File: src/rtl/fmul_rr_scheduler.sv
// Round-robin scheduler sharing one combinational FP32 multiplier between two requesters.
// Optional FMUL_ZERO_BYPASS_EN: a zero/denormal operand forces a signed-zero result.

module FloatMultiplier (
  input  logic [31:0] a,
  input  logic [31:0] b,
  output logic [31:0] p
);

  logic [47:0] prod;
  logic        norm;
  logic [22:0] mant;
  logic        guard;
  logic        sticky;
  logic        rnd;
  logic [23:0] mant_rnd;
  logic [9:0]  exp_sum;

  assign prod = {1'b1, a[22:0]} * {1'b1, b[22:0]};
  assign norm = prod[47];

  // Round to nearest even; a rounding carry out of the mantissa bumps the exponent.
  assign mant     = norm ? prod[46:24] : prod[45:23];
  assign guard    = norm ? prod[23] : prod[22];
  assign sticky   = norm ? |prod[22:0] : |prod[21:0];
  assign rnd      = guard & (sticky | mant[0]);
  assign mant_rnd = {1'b0, mant} + {23'b0, rnd};
  assign exp_sum  = {2'b0, a[30:23]} + {2'b0, b[30:23]} + {9'b0, norm}
                  + {9'b0, mant_rnd[23]} - 10'd127;

  assign p = {a[31] ^ b[31], exp_sum[7:0], mant_rnd[22:0]};

endmodule

module fmul_rr_scheduler #(
  parameter int MUL_CYCLES = 2
) (
  input  logic        Clk,
  input  logic        Rst_n,
  input  logic        Req0_Valid,
  output logic        Req0_Ready,
  input  logic [31:0] Req0_A,
  input  logic [31:0] Req0_B,
  input  logic        Req1_Valid,
  output logic        Req1_Ready,
  input  logic [31:0] Req1_A,
  input  logic [31:0] Req1_B,
  output logic        Rsp_Valid,
  input  logic        Rsp_Ready,
  output logic        Rsp_Id,
  output logic [31:0] Rsp_Result
);

  typedef enum logic [1:0] {IDLE, BUSY, DONE} state_t;

  state_t      state;
  logic [31:0] a_reg;
  logic [31:0] b_reg;
  logic        id_reg;
  logic        ptr;
  logic [3:0]  cnt;
  logic [31:0] mul_out;
  logic [31:0] result_next;
  logic        grant0;
  logic        grant1;

  // Under contention the pointer side wins; a lone requester always wins.
  assign grant0 = Req0_Valid && (!Req1_Valid || !ptr);
  assign grant1 = Req1_Valid && (!Req0_Valid || ptr);

  assign Req0_Ready = (state == IDLE) && grant0;
  assign Req1_Ready = (state == IDLE) && grant1;

  FloatMultiplier u_mul (
    .a (a_reg),
    .b (b_reg),
    .p (mul_out)
  );

`ifdef FMUL_ZERO_BYPASS_EN
  assign result_next = (a_reg[30:23] == 8'd0 || b_reg[30:23] == 8'd0)
                     ? {a_reg[31] ^ b_reg[31], 31'b0} : mul_out;
`else
  assign result_next = mul_out;
`endif

  always_ff @(posedge Clk or negedge Rst_n) begin
    if (!Rst_n) begin
      state      <= IDLE;
      a_reg      <= '0;
      b_reg      <= '0;
      id_reg     <= 1'b0;
      ptr        <= 1'b0;
      cnt        <= '0;
      Rsp_Valid  <= 1'b0;
      Rsp_Id     <= 1'b0;
      Rsp_Result <= '0;
    end else begin
      case (state)
        IDLE: begin
          if (grant0 || grant1) begin
            a_reg  <= grant1 ? Req1_A : Req0_A;
            b_reg  <= grant1 ? Req1_B : Req0_B;
            id_reg <= grant1;
            ptr    <= ~grant1;
            cnt    <= 4'(MUL_CYCLES - 1);
            state  <= BUSY;
          end
        end
        BUSY: begin
          if (cnt == 4'd0) begin
            Rsp_Result <= result_next;
            Rsp_Id     <= id_reg;
            Rsp_Valid  <= 1'b1;
            state      <= DONE;
          end else begin
            cnt <= cnt - 4'd1;
          end
        end
        DONE: begin
          // Response stays put until taken; the next grant waits one more cycle.
          if (Rsp_Ready) begin
            Rsp_Valid <= 1'b0;
            state     <= IDLE;
          end
        end
        default: state <= IDLE;
      endcase
    end
  end

endmodule
File: config.mk
export PLATFORM = sky130hd
export DESIGN_NAME = fmul_rr_scheduler
export DESIGN_NICKNAME = d
export VERILOG_FILES = /design/src/rtl/fmul_rr_scheduler.sv
export SDC_FILE = /design/constraint.sdc
export NUM_CORES = 2
export LEC_CHECK = 0
export ABC_AREA = 1
export BUFFER_PORTS_ARGS = -buffer_cell sky130_fd_sc_hd__clkbuf_2
export CORE_UTILIZATION = 25
export CTS_CLUSTER_SIZE = 14
export DETAILED_ROUTE_END_ITERATION = 7
export GPL_TIMING_DRIVEN = 0
export PLACE_DENSITY = 0.45
export SLEW_MARGIN = 20
export SYNTH_ARGS = -nofsm -noshare
export SYNTH_HDL_FRONTEND = slang
export SYNTH_SLANG_ARGS = --single-unit
File: constraint.sdc
create_clock -name Clk -period 9.4 [get_ports Clk]
set_input_delay 1.88 -clock Clk [delete_from_list [all_inputs] [get_ports Clk]]
set_output_delay 1.88 -clock Clk [all_outputs]
set_load 0.02 [all_outputs]
* Word-level counts from Yosys, hierarchy flattened
Cells that the tools add are included.
** Word-level totals
- Register bits after elaboration :: 106
- Output and inout bits :: 36
- Word-level logic and storage cells :: 62
** Cells by class
- Add/sub/neg operators :: 6
- Multiply operators :: 1
- Equality and inequality tests :: 6
- Multiplexer cells :: 15
- Bitwise logic cells :: 4
- Reduce and logical (&&, ||, !) cells :: 21
** Operator list (number)
- $mux W32 :: 2
- $mul A24 B24 Y48 :: 1
- $add A23 B1 Y24 :: 1
- $mux W23 :: 1
- $reduce_or A23 Y1 :: 1
- $reduce_or A22 Y1 :: 1
- $add A8 B1 Y8 :: 2
- $reduce_and A3 Y1 :: 3
- $add A8 B8 Y8 :: 1
- $mux W4 :: 2
- $pmux W4 S2 :: 1
- $sub A8 B7 Y8 const B :: 1
- $mux W2 :: 3
- $ne A2 B2 Y1 const B :: 3
- $pmux W2 S3 :: 1
- $logic_and A1 B1 Y1 :: 4
- $logic_not A4 Y1 :: 1
- $mux W1 :: 4
- $reduce_and A2 Y1 :: 2
- $reduce_bool A2 Y1 :: 2
- $sub A4 B1 Y4 const B :: 1
- $logic_not A1 Y1 :: 3
- $logic_or A1 B1 Y1 :: 3
- $eq A2 B1 Y1 const B :: 1
- 8 further kinds :: 8

* Logic depth before layout (Yosys ltp)
- Depth after elaboration :: 8
- Gate-level depth with buffers :: 52
- Depth with buffers taken out :: 49

* Cells and area by module
Synthesis repeated with hierarchy kept, for this count alone.
** Second synthesis, totals
- Cell total of the unflattened synthesis :: 3754
- Area, all modules :: 26922.1 sq um
** By module, submodules not included
- FloatMultiplier :: instances 1, cells each 3220, area each 22333.9 sq um, seq. area each 0.0 sq um
- fmul_rr_scheduler :: instances 1, cells each 534, area each 4588.2 sq um, seq. area each 2652.5 sq um

* Least setup slack after synthesis
No wires, ideal clock.
- Path kind :: reg-to-reg
- Start :: reg b_reg[3]
- End :: reg Rsp_Result[29]
- Setup time :: 83 ps
- Arrival :: 8570 ps
- Required time :: 9317 ps
- Path slack :: 748 ps
- Cell stages (with the launch flop) :: 47
- Path buffers :: 3
- Period minus slack after synthesis :: 8652 ps
- Cell sequence :: dfrtp_1 > clkbuf_1 > clkbuf_1 > nand2_1 > fa_1 > inv_1 > fa_1 > inv_1 > fa_1 > inv_1 > fa_1 > inv_1 > fa_1 > inv_1 > fa_1 > inv_1 > fa_1 > inv_1 > [11 not listed] > buf_6 > nand2_1 > nand2_1 > nand2_2 > nor2_4 > nand3_2 > nor2_1 > nand4_1 > ha_1 > fa_1 > fa_1 > nor2_1 > a211oi_1 > or2_2 > nand2_1 > a21oi_1 > xor2_1 > o21ai_0
** On the way
- Longest elaborated chain between the ends :: 8
** RTL lines
- from (decl) :: line 58 : logic [31:0] b_reg;
- from (signal assigned) :: line 103 : b_reg <= grant1 ? Req1_B : Req0_B;
- $mul A24 B24 Y48 * :: line 19 : assign prod = {1'b1, a[22:0]} * {1'b1, b[22:0]};
- $reduce_or A23 Y1 / $reduce_or A22 Y1 (equally long branches) :: line 25 : assign sticky = norm ? |prod[22:0] : |prod[21:0];
- $mux W1 :: line 25
- $or A1 B1 Y1 :: line 26 : assign rnd = guard & (sticky | mant[0]);
- $and A1 B1 Y1 :: line 26
- $add A23 B1 Y24 :: line 27 : assign mant_rnd = {1'b0, mant} + {23'b0, rnd};
- $add A8 B1 Y8 * :: line 29 : + {9'b0, mant_rnd[23]} - 10'd127;
- $sub A8 B7 Y8 * :: line 29
- to (signal assigned) :: line 112 : Rsp_Result <= result_next;
- to (decl) :: line 51 : output logic [31:0] Rsp_Result
Every way passes the cells marked *; elsewhere a longest branch is shown, timed or not.
A chain may end at the register's enable or synchronous reset.

* Worst setup path in the final report
- Start :: reg b_reg[21]
- End :: reg Rsp_Result[29]
The elaborated chain is that of the path after synthesis.

==> impl_summary.log <==
INFO  metric status = finished with violations
INFO  metric violations_in_the_final_reports = DRC
INFO  metric grt_use_met3 = 0.0280
INFO  metric dp.final_hpwl = 83.8 mm
INFO  metric nets = 4744
INFO  metric grt-busiest-layer = met2
INFO  metric worstReg2RegStart = b_reg[21]$_DFFE_PN0P_
INFO  metric worst_path_max_delay_cell = dfrtp_2
INFO  metric grt_pass1_wl = 152 mm
INFO  metric synth_top_area_cell = fa_1
INFO  metric total_wirelength_of_the_detailed_routed_design = 102 mm
INFO  metric routed_via_density = 4.38
INFO  metric post_synth_inst_count = 3664
INFO  metric clock-sinks = 106
INFO  metric ioPinCount = 169
INFO  metric post_synth_instance_area = 0.0266 sq mm
INFO  metric timing.rr.end = Rsp_Result[29]$_DFFE_PN0P_
INFO  metric final_layout_size_suffix_gt1_frac = 0.147
INFO  metric placement.io_buffers = 168
INFO  metric routed-via-count = 23300
INFO  metric first_global_vias = 23800
INFO  metric worst_path_most_repeated_cell = fa_1
INFO  metric met1_routing_resource_usage_after_global_routing = 0.272
INFO  metric drv.max_cap_violation_count = 0
INFO  metric transition_at_the_pin_with_the_smallest_max_transition_slack = 1.05 ns
INFO  metric clock_insertion_delay_worst_skew = 0.41 ns
INFO  metric worst_setup_hold_path_clk_slew = 0.10 ns
INFO  metric track_usage = 0.192
INFO  metric areaGrowthSynthToFinish = 18.8%
INFO  metric design.core.area = 0.105 sq mm
INFO  metric slew-limit-headroom = 0.303
INFO  metric worst_setup_path_startpoint = b_reg[21]$_DFFE_PN0P_
INFO  metric ctsRootBufferMaster = clkbuf_16
INFO  metric synth-edff-count = 0
INFO  metric ys_async_sr_fraction = 1.00
INFO  metric timing.critical_path.buf_inv = 4
INFO  metric drt_iter0_drc = 1539
INFO  metric final-hold-violation-count = 0
INFO  metric drcViolationCount = 16
INFO  metric synth_fp_nets = 4470
INFO  metric globalRoute.totalOverflow = 0
INFO  metric post_drt_wl_per_cell = 19.0 microns
INFO  metric clockBufferDepth = 2
INFO  metric min_period = 9.06 ns
INFO  metric tritoncts = yes
INFO  metric reg2regPathDepth = 37
INFO  metric ant_nets = 0
INFO  metric worst-path-max-fanout = 10
INFO  metric cts.hold.buffers_added = 0
INFO  metric critical-path-top-delay-family = adder cells
INFO  metric category_of_the_most_critical_setup_path = register to register
INFO  metric critPathLaunchType = register
INFO  metric fin_ws = 0.338 ns
INFO  metric grt_antenna_before_repair = 1
INFO  metric placementRows = 119
INFO  metric reg2reg_slack = 0.34 ns
INFO  metric met2_usage = 0.300
INFO  metric synthFlopType = dfrtp_1
INFO  metric drt_pre_antenna_iters = 8
INFO  metric pre_cts_ws = -1.45 ns
INFO  metric worst_setup_path_endpoint = Rsp_Result[29]$_DFFE_PN0P_
INFO  metric setup_viol = 0
INFO  metric min-delay-start = Rsp_Result[10]$_DFFE_PN0P_
INFO  metric largest_net_degree_at_the_start_of_global_routing = 65
INFO  metric post_synth_main_area_contributors = fa_1 (36%), nand2_1 (17%), inv_1 (15%)
INFO  metric final_max_slew_viol_count = 0
INFO  metric timing.critical_path.to_type = register
INFO  metric ys_warn_count = 0
INFO  metric synth.yosys.seq_area_share = 0.0995
INFO  metric number_of_cts_inserted_buffers = 9
INFO  metric cts_htree_levels = 3
INFO  metric cp.arrival = 9.35 ns
INFO  metric min-delay-path-class = register to register
INFO  metric syn_area_per_cell = 7.27 sq um
INFO  metric die-height = 328 microns
INFO  metric final_period_util = 0.964
INFO  metric synth.lib_cells_used.distinct = 45
INFO  metric crit_cells = 37
INFO  metric synth_largest_type_area_fraction = 0.364
INFO  metric fp.dieArea = 0.108 sq mm
INFO  metric fp.dieW = 328 microns
INFO  metric clock_skew = 0.0267 ns
INFO  metric gp_congestion = 0.942
INFO  metric fmax = 0.110 GHz
INFO  metric floorplan.initialDensity = 0.253
INFO  metric postSynthRegisterBits = 106
INFO  metric critPathMaxStageDelay = 0.60 ns
INFO  metric required = 9.69 ns
cell families (layout without fill, tap and decap cells):
logic type / count (synthesis) / after routing / share of synthesized area
other cells: 0 / 1 / 0
fa+ha+maj: 673 / 673 / 0.452
buf+inv: 1198 / 1476 / 0.171
mux: 19 / 19 / 0.00714
compound gates: 133 / 133 / 0.0297
flops: 106 / 106 / 0.0995
simple gates: 1503 / 1504 / 0.229
xor+xnor: 32 / 32 / 0.0105
cells in the final DEF, fill, tap and decap left out, types with 8 or more instances in the layout:
cell type,count
buf_8,8
a22oi_1,25
fa_2,13
clkbuf_4,25
clkbuf_2,182
o21bai_1,8
clkbuf_1,21
dfrtp_1,64
a21oi_1,31
nor2_4,13
nor2_2,22
xor2_1,23
buf_4,101
mux2i_1,19
inv_2,9
o21ai_1,10
nand4_1,12
nand2_1,1175
fa_1,471
ha_1,171
nand3_1,116
clkbuf_8,25
dfrtp_2,38
nor2_1,85
ha_4,14
nand2_2,43
xnor2_1,8
inv_1,1049
clkbuf_16,23
o21ai_0,40
buf_6,10
synthesized netlist by cell type, drive strengths merged, types with 4 or more instances:
cell type     n
a21oi        32
a22oi        25
buf          13
clkbuf      125
dfrtp       106
fa          484
ha          189
inv        1058
mux2i        19
nand2      1222
nand3       124
nand4        14
nor2        121
nor3          8
nor4          4
o211ai        5
o21ai        51
o21bai        8
or2           6
xnor2         8
xor2         24
per-stage QoR:
stage	instance area [sq um]	instances	utilization	TNS, ns	hold slack (ns)
2_1_floorplan	26600	3664	-	0	0.456
3_3_place_gp	29200	5223	0.277	-7.09	0.470
3_5_place_dp	29300	5224	0.278	-6.99	0.466
4_1_cts	31100	5305	0.295	0	0.494
5_1_grt	31700	5334	0.300	-0.0301	0.508
6_report	31700	5335	0.300	0	0.489
timing repair:
item / CTS / global route
endpoints found under the setup margin: 8 / 3
pin swaps: 9 / 29
hold endpoints to repair: 0 / 0
cloned: 2 / 1
setup buffers: 75 / 28
gates resized for setup: 297 / 105
worst register-to-register path, delay by kind of cell, from the launching register on:
kind,cells,cell delay (ns)
adder cells (fa/ha/maj),11,5.03
AND/OR/NAND/NOR,18,2.18
buffers and inverters,4,0.70
flip-flops,1,0.60
AO/OA/AOI/OAI,3,0.21
XOR/XNOR,1,0.20
worst min path at each step:
| stage | end | slack (ns) | depth (start not counted) |
|---|---|---|---|
| after floorplan | b_reg[24]$_DFFE_PN0P_ | 0.46 | 2 |
| after global placement | Rsp_Result[21]$_DFFE_PN0P_ | 0.47 | 2 |
| after detailed placement | Rsp_Result[17]$_DFFE_PN0P_ | 0.47 | 2 |
| after CTS | Rsp_Result[10]$_DFFE_PN0P_ | 0.49 | 2 |
| after global routing | Rsp_Result[0]$_DFFE_PN0P_ | 0.51 | 2 |
| final | Rsp_Result[10]$_DFFE_PN0P_ | 0.49 | 2 |
final cells by class:
| cell class | instances | area (sq um) |
|---|---|---|
| Tap cell | 1391 | 1740 |
| Sequential cell | 106 | 2720 |
| Inverter | 1060 | 3980 |
| Clock buffer | 9 | 225 |
| Timing Repair Buffer | 274 | 1760 |
| Clock inverter | 7 | 88.8 |
| Multi-Input combinational cell | 2361 | 19900 |
| Fill cell | 11700 | 73800 |
| Antenna cell | 1 | 2.50 |
| Buffer | 126 | 1300 |
routing by layer:
| metal | share of wire | vias up | wire length [microns] |
|---|---|---|---|
| met1 | 0.46 | 11600 | 46600 |
| li1 | - | 11000 | - |
| met4 | 0.033 | 0 | 3330 |
| met2 | 0.45 | 674 | 45400 |
| met3 | 0.061 | 116 | 6220 |
| met5 | 0 | - | 0 |
Power is not shown: default switching activity piles up to over one toggle a cycle in this logic, so the estimate is an artifact.
